### src/rtl/boss_hit_detector.sv
// -----------------------------------------------------------------------------
// boss_hit_detector
//
// Scans the VGA pixel stream for pixels where a player shot overlaps the boss
// sprite. Once per frame it decides whether enough overlap occurred to count as
// a hit. If so, it emits a single-cycle is_hit pulse so the boss logic can
// decrement its life. A cooldown of COOLDOWN_FRAMES frames follows each
// reported hit.
//
// Ports:
//   clk_in      system clock
//   reset       asynchronous, active-high reset
//   x, y        current scan pixel column / row (each pixel held several clocks)
//   boss_on     boss sprite opaque at (x, y)
//   shot_on     any player shot opaque at (x, y)
//   boss_alive  high while boss life != 0
//   is_hit      one-cycle hit pulse, one clock after the frame-end pixel appears
//   hit_count   total hits reported, saturating at 255
//   frame_tick  one-cycle pulse for each detected frame end (aligned with is_hit)
//   ovl_cnt     current-frame overlap count (debug)
// -----------------------------------------------------------------------------
module boss_hit_detector #(
    parameter int MAX_X           = 384,
    parameter int MAX_Y           = 448,
    parameter int MIN_OVERLAP     = 4,
    parameter int COOLDOWN_FRAMES = 2
) (
    input  logic        clk_in,
    input  logic        reset,
    input  logic [9:0]  x,
    input  logic [9:0]  y,
    input  logic        boss_on,
    input  logic        shot_on,
    input  logic        boss_alive,
    output logic        is_hit,
    output logic [7:0]  hit_count,
    output logic        frame_tick,
    output logic [15:0] ovl_cnt
);

    localparam logic [9:0]  MAX_X_L = 10'(MAX_X);
    localparam logic [9:0]  MAX_Y_L = 10'(MAX_Y);
    localparam logic [15:0] MIN_L   = 16'(MIN_OVERLAP);
    localparam logic [7:0]  CD_L    = 8'(COOLDOWN_FRAMES);

    typedef enum logic [1:0] {
        SCAN     = 2'd0,
        REPORT   = 2'd1,
        COOLDOWN = 2'd2
    } state_t;

    state_t      state;
    logic [19:0] px_reg;
    logic [7:0]  cd_cnt;

    logic new_px;
    logic in_field;
    logic counted;
    logic frame_end;

    function automatic logic [15:0] sat_inc16(input logic [15:0] v);
        return (v == 16'hFFFF) ? v : v + 16'd1;
    endfunction

    function automatic logic [7:0] sat_inc8(input logic [7:0] v);
        return (v == 8'hFF) ? v : v + 8'd1;
    endfunction

    // A pixel is held for several clocks; only its first clock is acted on.
    assign new_px    = ({x, y} != px_reg);
    assign in_field  = (x < MAX_X_L) && (y < MAX_Y_L);
    assign counted   = new_px && in_field && boss_on && shot_on && boss_alive;
    // y == MAX_Y lies outside the playfield, so this never coincides with a counted pixel.
    assign frame_end = new_px && (x == 10'd0) && (y == MAX_Y_L);

    always_ff @(posedge clk_in or posedge reset) begin
        if (reset) begin
            state      <= SCAN;
            px_reg     <= {10'h3FF, 10'h3FF};
            ovl_cnt    <= 16'd0;
            hit_count  <= 8'd0;
            cd_cnt     <= 8'd0;
            is_hit     <= 1'b0;
            frame_tick <= 1'b0;
        end else begin
            px_reg     <= {x, y};
            frame_tick <= frame_end;
            is_hit     <= 1'b0;

            if (!boss_alive) begin
                // A dead boss overrides everything, including a frame-end decision.
                state   <= SCAN;
                ovl_cnt <= 16'd0;
                cd_cnt  <= 8'd0;
            end else begin
                case (state)
                    SCAN: begin
                        if (frame_end) begin
                            if (ovl_cnt >= MIN_L) begin
                                // is_hit is registered, so it is high exactly while in REPORT.
                                state  <= REPORT;
                                is_hit <= 1'b1;
                            end else begin
                                ovl_cnt <= 16'd0;
                            end
                        end else if (counted) begin
                            ovl_cnt <= sat_inc16(ovl_cnt);
                        end
                    end

                    REPORT: begin
                        hit_count <= sat_inc8(hit_count);
                        ovl_cnt   <= 16'd0;
                        cd_cnt    <= CD_L;
                        state     <= (COOLDOWN_FRAMES > 0) ? COOLDOWN : SCAN;
                    end

                    COOLDOWN: begin
                        ovl_cnt <= 16'd0;
                        if (frame_end) begin
                            // <= 1 also recovers from a stray zero count.
                            if (cd_cnt <= 8'd1) begin
                                cd_cnt <= 8'd0;
                                state  <= SCAN;
                            end else begin
                                cd_cnt <= cd_cnt - 8'd1;
                            end
                        end
                    end

                    default: state <= SCAN;
                endcase
            end
        end
    end

endmodule

### config.mk
export PLATFORM = sky130hd
export DESIGN_NAME = boss_hit_detector
export DESIGN_NICKNAME = d
export VERILOG_FILES = /design/src/rtl/boss_hit_detector.sv
export SDC_FILE = /design/constraint.sdc
export NUM_CORES = 1
export LEC_CHECK = 0
export CORE_MARGIN = 2
export CORE_UTILIZATION = 45
export CTS_CLUSTER_SIZE = 16
export DETAILED_ROUTE_END_ITERATION = 8
export DONT_BUFFER_PORTS = 1
export PLACE_DENSITY = 0.6
export SLEW_MARGIN = 0
export SYNTH_ARGS = -nofsm -noshare
export SYNTH_HDL_FRONTEND = slang
export SYNTH_SLANG_ARGS = --single-unit
### constraint.sdc
create_clock -name clk_in -period 4.8 [get_ports clk_in]
set_clock_uncertainty 0.1 [all_clocks]
set_input_delay 0.48 -clock clk_in [delete_from_list [all_inputs] [get_ports clk_in]]
set_output_delay 0.48 -clock clk_in [all_outputs]
set_load 0.03 [all_outputs]
==> impl_metrics.json <==
{
  "min_from": "y[4]",
  "clockRootBuffer": "clkbuf_8",
  "yosys.area_share.xor_xnor_pct": 7.905,
  "synth_area_leaders": "dfrtp_1 30%, dfstp_2 18%, xnor2_1 7.6%, nand3_1 6.0%, ha_1 3.8%",
  "ir_drop_mv": 0.1633,
  "hold_violations": 0,
  "hold-path-cell-count": 0,
  "yosysTopAreaCell": "dfrtp_1",
  "grt_max_degree": 41,
  "die_w_um": 85.54,
  "crit_fanout": 28,
  "r2r-end": "ovl_cnt[10]",
  "io_buffers": 0,
  "r2r_start": "px_reg[14]",
  "avgSynthCellArea_um2": 9.841,
  "cts_setup_buffers": 0,
  "synth_flop_cell": "dfrtp_1",
  "yosys-top-cells-count": "36 x dfrtp_1, 36 x nand3_1, 26 x xnor2_1, 24 x nand2_1, 20 x dfstp_2",
  "vias": 2259,
  "overflow": 0,
  "hold_class": "in2reg",
  "max_freq_mhz": 320.9,
  "ys_ff_latch": 56,
  "rsz0062_at_grt": "false",
  "syn_area_um2": 2992,
  "yosys.area_share.simple_pct": 24.05,
  "ios": 51,
  "synth-compound-area-share_pct": 10.46,
  "clkLatencyLatePin_ps": 300,
  "worst_slew_pin_slew_ps": 941.6,
  "holdWs_ps": 58.68,
  "wl_per_cell_um": 16.51,
  "wl_um": 6259,
  "reg2reg_setup_slack_ps": 1680,
  "max-slew-margin-rel_pct": 36.74,
  "cts_resized": 0,
  "p_leak_nw": 1.270,
  "outcome": "completed",
  "place_congestion": 0.7982,
  "route.detailed.drc": 0,
  "seq_area_um2": 1426,
  "synth_fa_ha_area_share_pct": 3.764,
  "antenna_found_initial": 0,
  "initial_core_util_pct": 46.85,
  "required_ps": 4930,
  "synth_nets": 338,
  "synth_top_family_by_area": "simple AND/OR/NAND/NOR gates",
  "ys_types": 44,
  "ant_nets": 0,
  "fillerInstances": 610,
  "largest_register_ff_count": 20,
  "fin_crit_sh_pct": 64.92,
  "htree_levels": 2,
  "clock_path_buffers": 2,
  "grt_first_pass_wirelength_um": 10850,
  "multi_input_area_um2": 1463,
  "cts_tree": "yes",
  "grt_usage_pct": 18.19,
  "rr_worst_depth": 6,
  "cts_made_buffers": 5,
  "drt-vias-per-instance": 5.960,
  "drt_iter0_drc": 149,
  "grt_pass1_vias": 2269,
  "yosysTopAreaCellShare_pct": 30.11,
  "layout.nets": 335,
  "crit_start": "px_reg[14]",
  "muxShareOfSynthArea_pct": 2.719,
  "crit_path_end_kind": "flip-flop",
  "first_pass_iters": 5,
  "synthArstFlopShare_pct": 100.0,
  "p_per_area_nw_per_um2": 270.6,
  "clk_pin_slew_worst_paths_ps": 100,
  "setup_tns_ps": 0,
  "yosys_warnings": 0,
  "synth_edf_count": 0,
  "min_to": "px_reg[4]",
  "holdBufCountCts": 1,
  "finalSetupViolCount": 0,
  "drive_gt1_share_pct": 10.93,
  "startpoint_type": "flip-flop",
  "final_max_slew_viol_count": 0,
  "dieArea_um2": 7316,
  "power_mw": 0.8579,
  "dieHeight_um": 85.54,
  "core_um2": 6386,
  "drv_cap": 0,
  "criticalPathCategory": "reg2reg",
  "ys_seq_area_share_pct": 47.68,
  "syn_to_final_growth_pct": 5.981,
  "synth_cells": 304,
  "clock_sinks": 56,
  "rows": 29,
  "arrival_ps": 3240,
  "n_antenna_cell": 0,
  "post-dp-hpwl_um": 4534,
  "finalCriticalPeriod_ps": 3116
}
[cell type report]
cell class                      count  share of cell area, %
Multi-Input combinational cell    221                  46.13
Sequential cell                    56                  44.99
Tap cell                           77                  3.039
Clock buffer                        6                  2.289
Inverter                           15                  1.776
Clock inverter                      2                  1.223
Timing Repair Buffer                2                 0.5525
[stage by stage]
stage	cell area [µm²]	util, %	std cells	worst slack [ps]
detailed placement	3049	47.75	370	1722
global route	3171	49.65	379	1455
finish	3171	49.65	379	1684
global placement	3049	47.75	370	1734
floorplan	2992	-	304	2031
CTS	3171	49.65	379	1711
[worst max path at each step]
stage	to	cells past startpoint
2_1_floorplan	ovl_cnt[13]	6
3_3_place_gp	ovl_cnt[15]	6
3_5_place_dp	ovl_cnt[13]	6
4_1_cts	ovl_cnt[10]	6
5_1_grt	ovl_cnt[10]	6
6_report	ovl_cnt[10]	6
[power breakdown]
part	internal, mW	switching (mW)
registers	0.488	0.00547
logic	0.0220	0.0309
clock network	0.158	0.153
[metal layers]
| metal | track usage, % | share of wire [%] | vias up |
|---|---|---|---|
| met4 | 4.762 | 1.1 | 0 |
| li1 | - | - | 1103 |
| met1 | 24.47 | 46 | 1096 |
| met3 | 3.850 | 5.1 | 7 |
| met2 | 30.04 | 48 | 53 |
| met5 | 0 | 0 | - |
[critical path: stages (launching register included)]
cell,delay [ps]
dfstp_2,540
xnor2_1,130
nand4_1,120
nor3_1,780
a22o_1,880
nand3_1,280
mux2i_1,210
[kinds of logic after synthesis]
family          after synthesis
simple gates                132
buf+inv                      27
mux                           8
xor+xnor                     27
flops                        56
compound gates               45
fa+ha+maj                     9
[layout by cell type (no fill, tap or decap), types with 4 or more instances in the layout]
cell | Yosys | final
xnor2_1 | 26 | 26
o31ai_1 | 5 | 5
nand3_1 | 36 | 36
inv_1 | 15 | 14
nand4_1 | 12 | 12
or4_1 | 5 | 5
ha_1 | 9 | 9
nor2_1 | 10 | 10
a22oi_1 | 7 | 7
and4_1 | 5 | 5
o21ai_0 | 10 | 10
dfstp_2 | 20 | 20
and3_1 | 7 | 7
dfrtp_1 | 36 | 36
nor3_1 | 8 | 8
nor4_1 | 8 | 8
a21oi_1 | 4 | 4
nand2_1 | 24 | 24
mux2i_1 | 7 | 7
clkbuf_8 | 0 | 5
Note: power is estimated with default switching activity, not from simulation.
